===== src/rtl/lcd_write_sequencer.sv =====
// HD44780 byte write engine: {RS,data} words are queued in a small FIFO and replayed on the LCD pins
// with setup / enable-pulse / hold / execution-wait timing. Define LCD_INIT_SEQ_EN for the power-on init sequence.
module lcd_write_sequencer #(
  parameter int SETUP_CYC      = 4,
  parameter int EN_CYC         = 12,
  parameter int HOLD_CYC       = 2,
  parameter int SHORT_WAIT_CYC = 2000,
  parameter int LONG_WAIT_CYC  = 80000,
  parameter int POWERUP_CYC    = 750000,
  parameter int FIFO_DEPTH     = 4
) (
  input  logic       clk,
  input  logic       reset_n,
  input  logic       in_valid,
  output logic       in_ready,
  input  logic [7:0] in_data,
  input  logic       in_rs,
  output logic       busy,
  output logic [7:0] lcd_data,
  output logic       lcd_rs,
  output logic       lcd_rw,
  output logic       lcd_en
);

  localparam int CNT_MAX = (LONG_WAIT_CYC > POWERUP_CYC) ? LONG_WAIT_CYC : POWERUP_CYC;
  localparam int CNT_W   = $clog2(CNT_MAX + 1);
  localparam int PTR_W   = $clog2(FIFO_DEPTH);

  typedef logic [CNT_W-1:0] cnt_t;
  typedef logic [PTR_W:0]   fcnt_t;

  // Counter load values are "cycles - 1": a phase ends on the edge that sees zero.
  localparam cnt_t  SETUP_LD = cnt_t'(SETUP_CYC - 1);
  localparam cnt_t  EN_LD    = cnt_t'(EN_CYC - 1);
  localparam cnt_t  HOLD_LD  = cnt_t'(HOLD_CYC - 1);
  localparam cnt_t  SHORT_LD = cnt_t'(SHORT_WAIT_CYC - 1);
  localparam cnt_t  LONG_LD  = cnt_t'(LONG_WAIT_CYC - 1);
  localparam fcnt_t FULL_CNT = fcnt_t'(FIFO_DEPTH);

`ifdef LCD_INIT_SEQ_EN
  typedef enum logic [2:0] {S_IDLE, S_SETUP, S_PULSE, S_HOLD, S_WAIT, S_PWRUP, S_INIT} state_e;
  localparam state_e RST_STATE = S_PWRUP;
  localparam cnt_t   RST_CNT   = cnt_t'(POWERUP_CYC - 1);

  function automatic logic [7:0] init_cmd(input logic [2:0] idx);
    case (idx)
      3'd3:    return 8'h0C;
      3'd4:    return 8'h01;
      3'd5:    return 8'h06;
      default: return 8'h38;
    endcase
  endfunction

  logic       init_active_q, init_active_d;
  logic [2:0] init_idx_q, init_idx_d;
`else
  typedef enum logic [2:0] {S_IDLE, S_SETUP, S_PULSE, S_HOLD, S_WAIT} state_e;
  localparam state_e RST_STATE = S_IDLE;
  localparam cnt_t   RST_CNT   = '0;
`endif

  state_e           state_q, state_d;
  cnt_t             cnt_q, cnt_d;
  logic [7:0]       lcd_data_q, lcd_data_d;
  logic             lcd_rs_q, lcd_rs_d;
  logic             lcd_en_q, lcd_en_d;
  logic [PTR_W-1:0] wr_ptr_q, wr_ptr_d, rd_ptr_q, rd_ptr_d;
  fcnt_t            count_q, count_d;
  logic [8:0]       mem_q [FIFO_DEPTH];
  logic [8:0]       head;
  logic             fifo_empty, push, pop, launch, cnt_zero, long_wait;

  // ---------------- FIFO ----------------
  assign fifo_empty = (count_q == '0);
  assign in_ready   = (count_q != FULL_CNT);
  assign push       = in_valid && in_ready;
  assign head       = mem_q[rd_ptr_q];

  always_comb begin
    wr_ptr_d = wr_ptr_q + PTR_W'(push);
    rd_ptr_d = rd_ptr_q + PTR_W'(pop);
    count_d  = count_q + fcnt_t'(push) - fcnt_t'(pop);
  end

  // NOTE: the storage array has no reset; count_q and the pointers alone decide which entries are valid.
  always_ff @(posedge clk) begin
    if (push) mem_q[wr_ptr_q] <= {in_rs, in_data};
  end

  // ---------------- Sequencer ----------------
  assign cnt_zero  = (cnt_q == '0);
  // Clear display / return home (0x01..0x03) need the long execution time.
  assign long_wait = !lcd_rs_q && (lcd_data_q[7:2] == 6'd0) && (lcd_data_q[1:0] != 2'd0);

  always_comb begin
    // NOTE: every _d signal is given its hold value first, so no branch can leave one unassigned (no latches).
    state_d    = state_q;
    cnt_d      = cnt_zero ? cnt_q : cnt_q - cnt_t'(1);
    lcd_data_d = lcd_data_q;
    lcd_rs_d   = lcd_rs_q;
    lcd_en_d   = lcd_en_q;
    pop        = 1'b0;
    launch     = 1'b0;
`ifdef LCD_INIT_SEQ_EN
    init_active_d = init_active_q;
    init_idx_d    = init_idx_q;
`endif
    unique case (state_q)
      S_IDLE:  launch = 1'b1;
      S_SETUP: if (cnt_zero) begin
        state_d  = S_PULSE;
        cnt_d    = EN_LD;
        lcd_en_d = 1'b1;
      end
      S_PULSE: if (cnt_zero) begin
        state_d  = S_HOLD;
        cnt_d    = HOLD_LD;
        lcd_en_d = 1'b0;
      end
      S_HOLD: if (cnt_zero) begin
        state_d = S_WAIT;
        cnt_d   = long_wait ? LONG_LD : SHORT_LD;
      end
      S_WAIT: if (cnt_zero) begin
        state_d = S_IDLE;
`ifdef LCD_INIT_SEQ_EN
        if (init_active_q && (init_idx_q != 3'd6)) begin
          state_d = S_INIT;
        end else begin
          init_active_d = 1'b0;
          launch        = 1'b1;
        end
`else
        launch = 1'b1;
`endif
      end
`ifdef LCD_INIT_SEQ_EN
      S_PWRUP: if (cnt_zero) state_d = S_INIT;
      S_INIT: begin
        lcd_data_d = init_cmd(init_idx_q);
        lcd_rs_d   = 1'b0;
        init_idx_d = init_idx_q + 3'd1;
        state_d    = S_SETUP;
        cnt_d      = SETUP_LD;
      end
`endif
      default: state_d = S_IDLE;
    endcase

    // Shared by IDLE and the end of WAIT so back-to-back words start with no idle cycle.
    if (launch && !fifo_empty) begin
      pop        = 1'b1;
      lcd_data_d = head[7:0];
      lcd_rs_d   = head[8];
      state_d    = S_SETUP;
      cnt_d      = SETUP_LD;
    end
  end

  // NOTE: state uses non-blocking assignments so every flop samples pre-edge values regardless of statement order.
  always_ff @(posedge clk or negedge reset_n) begin
    if (!reset_n) begin
      state_q    <= RST_STATE;
      cnt_q      <= RST_CNT;
      lcd_data_q <= 8'h00;
      lcd_rs_q   <= 1'b0;
      lcd_en_q   <= 1'b0;
      wr_ptr_q   <= '0;
      rd_ptr_q   <= '0;
      count_q    <= '0;
`ifdef LCD_INIT_SEQ_EN
      init_active_q <= 1'b1;
      init_idx_q    <= 3'd0;
`endif
    end else begin
      state_q    <= state_d;
      cnt_q      <= cnt_d;
      lcd_data_q <= lcd_data_d;
      lcd_rs_q   <= lcd_rs_d;
      lcd_en_q   <= lcd_en_d;
      wr_ptr_q   <= wr_ptr_d;
      rd_ptr_q   <= rd_ptr_d;
      count_q    <= count_d;
`ifdef LCD_INIT_SEQ_EN
      init_active_q <= init_active_d;
      init_idx_q    <= init_idx_d;
`endif
    end
  end

`ifdef LCD_INIT_SEQ_EN
  assign busy = !fifo_empty || (state_q != S_IDLE) || init_active_q;
`else
  assign busy = !fifo_empty || (state_q != S_IDLE);
`endif

  assign lcd_data = lcd_data_q;
  assign lcd_rs   = lcd_rs_q;
  assign lcd_en   = lcd_en_q;
  assign lcd_rw   = 1'b0;

endmodule


===== config.mk =====
export PLATFORM = sky130hd
export DESIGN_NAME = lcd_write_sequencer
export DESIGN_NICKNAME = d
export VERILOG_FILES = /design/src/rtl/lcd_write_sequencer.sv
export SDC_FILE = /design/constraint.sdc
export NUM_CORES = 1
export LEC_CHECK = 0
export ABC_AREA = 0
export BUFFER_PORTS_ARGS = -buffer_cell sky130_fd_sc_hd__buf_4
export CORE_MARGIN = 5
export CORE_UTILIZATION = 40
export CTS_CLUSTER_DIAMETER = 120
export DETAILED_ROUTE_END_ITERATION = 6
export PLACE_DENSITY = 0.55
export SETUP_SLACK_MARGIN = 0.1
export SLEW_MARGIN = 20
export SYNTH_ARGS = -nofsm -noshare
export SYNTH_HDL_FRONTEND = slang
export SYNTH_SLANG_ARGS = --single-unit

===== constraint.sdc =====
create_clock -name clk -period 4.45 [get_ports clk]
set_clock_uncertainty 0.05 [all_clocks]
set_input_delay 0 -clock clk [delete_from_list [all_inputs] [get_ports clk]]
set_output_delay 0 -clock clk [all_outputs]
set_load 0.01 [all_outputs]

==> impl_metrics.yaml, run 1 <==
run_status:
  outcome: "completed"
worst_setup_path:
  rrSetupSlack_ns: 1.32
  cp_slowest_cell: "dfrtp_1"
  crit_required_ns: 4.67
  r2r_cells: 14
  path_common_cell: "inv_1"
  cp_cell_sequence: "inv_1 > ha_1 > nor2b_1 > and4_1 > a31oi_2 > buf_4 > inv_1 > ha_1 > inv_1 > ha_1 > inv_1 > fa_1 > xnor2_1 > xnor2_1"
  critPathMaxStageDelay_ns: 0.41
  crit_arrival_ns: 3.35
  worstSetupEndpointType: "flop"
  critPathLaunchType: "flop"
  crit_fanout: 16
  path_class: "flop to flop"
  rr_startpoint: "cnt_q[0]$_DFF_PN0_"
  reg2reg_to: "count_q[2]$_DFF_PN0_"
layout:
  antenna_cells: 0
  stdcell_count: 405
  nNetsFinal: 314
  fillCellCount: 760
  areaGrowthSynthToFinish_pct: 18.0
  drive_gt1_share_pct: 22.7
  register_area_um2: 2080
  utilization_pct: 48.6
  multi_input_area_um2: 1250
placement:
  portBuffers: 23
  dp.cells: 379
  gp_congestion: 0.844
  dp_hpwl_mm: 4.65
yosys:
  synth.most_common_cell: "dfrtp_1"
  ys_top_cells_by_count: "dfrtp_1, edfxtp_1, nor2_1"
  synth.avg_cell_area_um2: 13.3
  yosysTopAreaCellShare_pct: 31.8
  syn-num-nets: 275
  yosysUniqueCellTypes: 45
  yosys-top-cells-area: "edfxtp_1, dfrtp_1, mux4_2, mux2_2, ha_1"
  syn_area_um2: 3400
  synth_top_area_cell: "edfxtp_1"
  async_reset_ff_share_pct: 52.6
  syn_inst: 256
  synth-edff-count: 36
  ys.flop_type: "dfrtp_1"
  synth-seq-cells: 76
  ys_seq_area_share_pct: 61.2
  yosysWarnings: 0
power_and_ir_drop:
  power_density_nw_per_um2: 683
  leakage_uw: 0.00156
  ir_drop_uv: 344
route:
  vias_per_cell: 5.30
  met1_length_mm: 3.01
  wl_per_cell_um: 16.7
  drc: 0
  first_pass_iters: 4
  wl_mm: 6.78
  antenna_left: 0
  top_layer: "met4"
  routed-wl-met3_um: 281
  vias: 2148
  dr_wl_met2_mm: 3.44
  drt_iter0_markers: 114
hold_path:
  min_path_cells: 4
  worstHoldStart: "in_valid"
  hold_path_end: "wr_ptr_q[0]$_DFF_PN0_"
  holdCritPathClass: "input pin to flop"
global_route:
  track_usage_pct: 14.8
  grt_pass1_vias: 2309
  grt_pass1_wl_mm: 11.7
  gr-total-overflow: 0
  antenna_found_initial: 0
  grt_max_degree: 41
die:
  ios: 25
  die_area_um2: 10400
  die_y_um: 102
  core_um2: 8260
  initial_core_util_pct: 41.2
  die_x_um: 102
  rows: 33
clock_tree:
  cts_buffer_depth: 2
  clk_latency_ns: 0.34
  cts_buffers: 9
  cts_resized: 0
  clock_sinks: 76
  tritoncts: "yes"
  cts_root_buf: "clkbuf_8"
  htree_num_levels: 3
  clk_pin_slew_ns: 0.09
job:
  maxCapViolCount: 0
timing:
  clock.fmax_ghz: 0.319
  post-route-period-util_pct: 70.3
  setup_viol: 0
  final_max_slew_viol_count: 0
  maxSlewHeadroom_pct: 41.7
  rsz0062_at_grt: "no"
  tightest_slew_ns: 0.872
  finalCriticalPeriod_ns: 3.13
  finalHoldViolCount: 0
  hold_slack_ns: 0.0712
  tns_ns: 0
[worst max-delay path by stage]
stage                       startpoint                    to  slack [ns]  cells after the start
floorplan           cnt_q[0]$_DFF_PN0_  count_q[2]$_DFF_PN0_        1.16                     14
detailed placement  cnt_q[0]$_DFF_PN0_  count_q[2]$_DFF_PN0_        1.32                     14
global route        cnt_q[0]$_DFF_PN0_  count_q[2]$_DFF_PN0_        1.08                     14
finish              cnt_q[0]$_DFF_PN0_  count_q[2]$_DFF_PN0_        1.32                     14
global placement    cnt_q[0]$_DFF_PN0_  count_q[2]$_DFF_PN0_        1.45                     14
CTS                 cnt_q[0]$_DFF_PN0_  count_q[2]$_DFF_PN0_        1.29                     14
[power by group]
| part | switching (uW) | leakage [uW] | internal [uW] |
|---|---|---|---|
| Sequential | 238 | 0.000829 | 976 |
| Combinational | 504 | 0.000622 | 487 |
| Clock | 270 | 0.000107 | 269 |
| Total | 1010 | 0.00156 | 1730 |
[kinds of logic (layout without fill, tap and decap cells)]
kind of cell / Yosys count / in the layout / share of synthesized area [%]
flip-flops: 76 / 76 / 61.2
AND/OR/NAND/NOR: 74 / 74 / 11.7
AO/OA/AOI/OAI: 47 / 47 / 9.38
multiplexers: 19 / 19 / 9.23
buffers and inverters: 19 / 63 / 2.21
XOR/XNOR: 13 / 13 / 3.35
adder cells (fa/ha/maj): 7 / 7 / 2.80
other: 1 / 1 / 0.110
[sequential cells by signal, indices dropped and copies added (netlist names)]
signal	count
mem_q	36
cnt_q	20
lcd_data	8
count_q	3
state_q	3
rd_ptr_q	2
wr_ptr_q	2
lcd_en	1
lcd_rs	1
[stage by stage]
step | total power (uW) | cell area, um2 | setup slack [ns]
global placement | 2210 | 3710 | 1.45
CTS | 2790 | 4010 | 1.29
global route | 2960 | 4010 | 1.08
floorplan | 1860 | 3400 | 1.16
detailed placement | 2230 | 3710 | 1.32
finish | 2740 | 4010 | 1.32
[layer usage]
| metal | vias up | GRT usage, % |
|---|---|---|
| met3 | 4 | 4.71 |
| met2 | 43 | 24.1 |
| met4 | 0 | 3.63 |
| met1 | 1054 | 19.4 |
| li1 | 1047 | - |
| met5 | - | 0 |
[critical path, delay by kind of cell (launching register included)]
family	cells	cell delay, ns
DFF	1	0.41
xor gates and xnor gates	2	0.31
AOI/OAI and AO/OA	1	0.11
buffers and inverters	5	0.57
and+or+nand+nor	2	0.70
adders and majority gates	4	0.90
[cell type report]
class,instances,share of cell area [%]
Tap cell,105,3.27
Sequential cell,76,51.9
Clock inverter,7,2.03
Clock buffer,9,3.09
Timing Repair Buffer,37,7.54
Inverter,10,0.935
Multi-Input combinational cell,161,31.3
[repair_timing]
item	4_1_cts	5_1_grt
hold buffers	10	0
endpoints found under the hold margin	76	0
setup buffers	0	0
[layout by cell type (no fill, tap or decap), types with 5 or more instances in the layout]
cell / n
nand3_1: 6
nand2_1: 12
buf_4: 27
or3_1: 5
ha_1: 6
mux4_2: 9
nor2_1: 15
dlygate4sd3_1: 10
clkbuf_8: 9
edfxtp_1: 36
a21oi_1: 11
o21ai_0: 10
mux2_2: 9
a211oi_1: 5
xor2_1: 5
nor3_1: 13
xnor2_1: 8
inv_1: 10
dfrtp_1: 40
(Power assumes the default switching activity.)
==> inputs of run 2 (changes only) <==
==> constraint.sdc (replaced) <==
create_clock -name clk -period 3 [get_ports clk]
set_clock_uncertainty 0.05 [all_clocks]
set_input_delay 0 -clock clk [delete_from_list [all_inputs] [get_ports clk]]
set_output_delay 0 -clock clk [all_outputs]
set_load 0.01 [all_outputs]
==> run 2 against run 1 <==
Against the previous run: sequential share of layout area is 1.4 points lower; routed wire length is 3.4% higher; clock-buffer cell count stayed put; fmax is 14% higher; core utilization is 1.3 points higher; global-route usage is 0.35 points higher; combinational power is 63% higher; via count is 3.2% higher; total power is 52% higher.
==> impl_metrics.yaml, run 2 (synthesis gave the netlist of run 1 again) <==
global_route:
  track_usage_pct: 15.2
  grt_pass1_vias: 2359
  grt_pass1_wl_mm: 12.0
  antenna_found_initial: 0
  use_met2_pct: 25.6
  grt_max_degree: 41
  grt_util_met1_pct: 19.0
  grt_busiest_layer: "met2"
  gr-total-overflow: 0
  grt_util_met3_pct: 4.37
route:
  first_pass_iters: 4
  drt_iter0_markers: 112
  wl_per_cell_um: 16.8
  vias_per_cell: 5.30
  antenna_left: 0
  drc: 0
  vias: 2216
  wl_mm: 7.00
timing:
  post-route-period-util_pct: 91.2
  setup_viol: 0
  clock.fmax_ghz: 0.366
  maxSlewHeadroom_pct: 57.9
  finalHoldViolCount: 0
  rsz0062_at_grt: "no"
  finalCriticalPeriod_ns: 2.74
  final_max_slew_viol_count: 0
  tns_ns: 0
  hold_slack_ns: 0.0472
  tightest_slew_ns: 0.632
worst_setup_path:
  worstSetupEndpointType: "flop"
  crit_required_ns: 3.22
  critPathLaunchType: "flop"
  crit_arrival_ns: 2.96
  path_class: "flop to flop"
  crit_fanout: 6
run_status:
  outcome: "completed"
layout:
  drive_gt1_share_pct: 26.5
  antenna_cells: 0
  nNetsFinal: 327
  utilization_pct: 49.9
  largest_register_ffs: 36
  layout_common_cells: "dfrtp_1, buf_4, edfxtp_1"
  regMostFlops: "mem_q"
  areaGrowthSynthToFinish_pct: 21.2
clock_tree:
  cts_buffer_depth: 2
  tritoncts: "yes"
  clock_sinks: 76
  cts_root_buf: "clkbuf_8"
  cts_buffers: 9
  clk_pin_slew_ns: 0.08
  htree_num_levels: 3
  clk_latency_ns: 0.35
power_and_ir_drop:
  leakage_uw: 0.00162
  ir_drop_uv: 436
  power_density_nw_per_um2: 1010
die:
  initial_core_util_pct: 41.2
  ios: 25
  die_x_um: 102
  core_um2: 8260
  die_area_um2: 10400
  rows: 33
  die_y_um: 102
placement:
  dp_hpwl_mm: 5.02
  portBuffers: 23
  gp_congestion: 0.804
hold_path:
  holdCritPathClass: "input pin to flop"
job:
  maxCapViolCount: 0
==> run 2: cell count changes in the layout (fill, tap and decap cells not counted) <==
cell	delta
a31oi_2	-1
a31oi_4	+1
buf_4	+13
clkinv_4	+1
inv_1	-1
inv_2	+1
inv_6	-1
nor2b_1	-1
nor2b_2	+1
==> run 2: final timing paths <==
| check | startpoint | endpoint | slack, ns | cells after the start |
|---|---|---|---|---|
| hold / removal | in_valid | wr_ptr_q[0]$_DFF_PN0_ | 0.05 | 4 |
| setup / recovery | cnt_q[10]$_DFF_PN0_ | count_q[2]$_DFF_PN0_ | 0.26 | 11 |
| max in group asynchronous | reset_n | wr_ptr_q[0]$_DFF_PN0_ | 2.42 | 2 |
| hold reg to reg | wr_ptr_q[1]$_DFF_PN0_ | wr_ptr_q[1]$_DFF_PN0_ | 0.49 | 1 |
| setup reg to reg | cnt_q[10]$_DFF_PN0_ | count_q[2]$_DFF_PN0_ | 0.26 | 11 |
| min in group asynchronous | reset_n | cnt_q[15]$_DFF_PN0_ | 0.10 | 2 |
==> run 2: worst max-delay path, stage by stage, from the launching register on <==
cell and delay (ns):
dfrtp_1 0.42, or4_4 0.57, nor2b_2 0.23, a31oi_4 0.11
inv_2 0.12, ha_1 0.24, inv_1 0.06, ha_1 0.13
inv_1 0.04, fa_1 0.37, xnor2_1 0.19, xnor2_1 0.13
==> run 2: per-stage QoR <==
stage	total power, uW	setup WS [ns]	instances	area [um2]
after floorplan	2810	0.108	256	3430
after detailed placement	3410	0.174	392	3810
after CTS	4230	0.161	418	4120
after global routing	4500	0.105	418	4120
final	4170	0.264	418	4120
after global placement	3380	0.264	392	3810
==> run 2: cell type report <==
cell class	instances	area (um2)
timing repair buffer	50	400
sequential	76	2080
tap	105	131
clock buffer	9	124
fill	744	4140
inverter	10	37.5
clock inverter	7	81.3
multi-input combinational	161	1270
==> run 2: power by group <==
| part | internal, uW | switching (uW) |
|---|---|---|
| Sequential | 1450 | 327 |
| Combinational | 796 | 811 |
| Clock | 397 | 393 |
==> run 2: metal layers <==
| layer | wire length [um] | share of wire, % | vias up |
|---|---|---|---|
| li1 | - | - | 1075 |
| met1 | 2980 | 43 | 1073 |
| met2 | 3650 | 52 | 60 |
| met3 | 305 | 4.4 | 8 |
| met4 | 75 | 1.1 | 0 |
| met5 | 0 | 0 | - |
==> run 2: what timing repair did <==
| item | CTS | global route |
|---|---|---|
| gates resized for setup | 0 | 1 |
| setup endpoints to repair | 0 | 1 |
| hold buffers | 10 | 0 |
| endpoints found under the hold margin | 76 | 0 |
| setup buffers | 0 | 0 |
==> inputs of run 3 (changes only) <==
--- a/config.mk
+++ b/config.mk
@@ -11,7 +11,7 @@
 export CORE_UTILIZATION = 40
 export CTS_CLUSTER_DIAMETER = 120
 export DETAILED_ROUTE_END_ITERATION = 6
-export PLACE_DENSITY = 0.55
+export PLACE_DENSITY = 0.65
 export SETUP_SLACK_MARGIN = 0.1
 export SLEW_MARGIN = 20
 export SYNTH_ARGS = -nofsm -noshare
==> run 3 against run 2 <==
Against the previous run: register-to-register slack better by 0.04 ns; final cell count down 1.2%; routed wire length down 2.1%; die area unchanged; first-iteration DRC count down 23%; sequential cell count unchanged; hold slack better by 0.015 ns; non-clock buffer count down 5; cell area down 0.30%; critical endpoint unchanged; largest cell class unchanged; highest routed layer unchanged.
==> impl_metrics.yaml, run 3 (synthesis gave the netlist of run 1 again) <==
die:
  core_um2: 8260
  ios: 25
  initial_core_util_pct: 41.2
  die_y_um: 102
  die_area_um2: 10400
  die_x_um: 102
  rows: 33
layout:
  largest_register_ffs: 36
  drive_gt1_share_pct: 25.6
  layout.cells.most_common: "dfrtp_1"
  regMostFlops: "mem_q"
  layout_common_cells: "dfrtp_1, edfxtp_1, buf_4"
  design_area_um2: 4110
  antenna_cells: 0
  nNetsFinal: 322
  areaGrowthSynthToFinish_pct: 20.9
worst_setup_path:
  crit_required_ns: 3.21
  critPathLaunchType: "flop"
  crit_fanout: 5
  reg2reg_to: "count_q[2]$_DFF_PN0_"
  worstSetupEndpointType: "flop"
  rrSetupSlack_ns: 0.30
  r2r_cells: 13
  rr_startpoint: "cnt_q[0]$_DFF_PN0_"
  path_class: "flop to flop"
  crit_arrival_ns: 2.91
power_and_ir_drop:
  ir_drop_uv: 532
  power_density_nw_per_um2: 1030
  leakage_uw: 0.00161
timing:
  rsz0062_at_grt: "no"
  maxSlewHeadroom_pct: 56.4
  clock.fmax_ghz: 0.371
  post-route-period-util_pct: 89.9
  setup_viol: 0
  tightest_slew_ns: 0.653
  final_max_slew_viol_count: 0
  finalHoldViolCount: 0
  tns_ns: 0
  finalCriticalPeriod_ns: 2.70
placement:
  portBuffers: 23
  dp_hpwl_mm: 4.94
  gp_congestion: 0.939
  post_dp_cell_area_um2: 3780
clock_tree:
  clock_sinks: 76
  cts_buffers: 9
  tritoncts: "yes"
  cts_buffer_depth: 2
  cts_root_buf: "clkbuf_8"
  htree_num_levels: 3
  clk_pin_slew_ns: 0.09
  clk_latency_ns: 0.34
  cts_setup_buffers: 0
route:
  vias_per_cell: 5.46
  antenna_left: 0
  vias: 2257
  wl_per_cell_um: 16.6
  drt_iter0_markers: 86
  first_pass_iters: 4
  drc: 0
  wl_mm: 6.86
hold_path:
  hold_path_end: "wr_ptr_q[0]$_DFF_PN0_"
  worstHoldStart: "in_valid"
  min_path_cells: 4
  holdCritPathClass: "input pin to flop"
job:
  maxCapViolCount: 0
global_route:
  grt_pass1_vias: 2359
  track_usage_pct: 14.7
  grt_pass1_wl_mm: 11.6
  grt_max_degree: 41
  antenna_found_initial: 0
  gr-total-overflow: 0
run_status:
  outcome: "completed"
[run 3: routing by layer]
metal  part of all wire (%)  wire length (um)  global-route usage, %  vias up
met3                    4.1               278                   4.37        8
met4                    1.3                91                   5.15        0
met5                      0                 0                      0        -
met1                     41              2790                   17.4     1127
li1                       -                 -                      -     1071
met2                     54              3700                   25.6       51
[run 3: critical path: stages, from the launching register on]
cell and delay (ns):
dfrtp_1 0.40, inv_1 0.06, ha_1 0.21, nor2b_1 0.15, and4_2 0.27, a31oi_4 0.18
inv_2 0.08, ha_1 0.29, inv_1 0.05, ha_1 0.13, inv_1 0.04, fa_1 0.37
xnor2_1 0.18, xnor2_1 0.15
[run 3: worst max path at each step]
| stage | startpoint | end | slack (ns) | depth (start not counted) |
|---|---|---|---|---|
| 6_report | cnt_q[0]$_DFF_PN0_ | count_q[2]$_DFF_PN0_ | 0.30 | 13 |
| 5_1_grt | count_q[1]$_DFF_PN0_ | count_q[2]$_DFF_PN0_ | 0.12 | 12 |
| 4_1_cts | cnt_q[12]$_DFF_PN0_ | count_q[2]$_DFF_PN0_ | 0.23 | 11 |
| 3_5_place_dp | cnt_q[12]$_DFF_PN0_ | count_q[2]$_DFF_PN0_ | 0.25 | 11 |
| 3_3_place_gp | cnt_q[10]$_DFF_PN0_ | count_q[2]$_DFF_PN0_ | 0.31 | 11 |
| 2_1_floorplan | cnt_q[10]$_DFF_PN0_ | count_q[2]$_DFF_PN0_ | 0.11 | 13 |
[run 3: repair_timing]
action,4_1_cts,5_1_grt
hold buffers,10,0
resized for setup,0,2
setup endpoints to repair,0,1
hold endpoints to repair,76,0
[run 3: report_power, final]
part	internal, uW	total (uW)	leakage [uW]	switching [uW]
clock	483	883	0.000113	400
combinational	774	1540	0.000664	765
sequential	1450	1800	0.000829	358
[run 3: area by class of cell]
class	count	area, um2
Tap cell	105	131
Clock inverter	7	105
Multi-Input combinational cell	161	1270
Timing Repair Buffer	45	363
Inverter	10	37.5
Sequential cell	76	2080
Fill cell	729	4150
Clock buffer	9	124
[run 3: per-stage QoR]
stage | hold WS (ns) | power, uW | std cells | utilization, % | setup WS [ns]
2_1_floorplan | -0.346 | 2810 | 256 | - | 0.108
3_3_place_gp | -0.0431 | 3320 | 387 | 45.7 | 0.310
3_5_place_dp | -0.0381 | 3370 | 387 | 45.7 | 0.253
4_1_cts | 0.0522 | 4280 | 413 | 49.7 | 0.233
5_1_grt | 0.0927 | 4540 | 413 | 49.8 | 0.121
6_report | 0.0622 | 4230 | 413 | 49.8 | 0.303
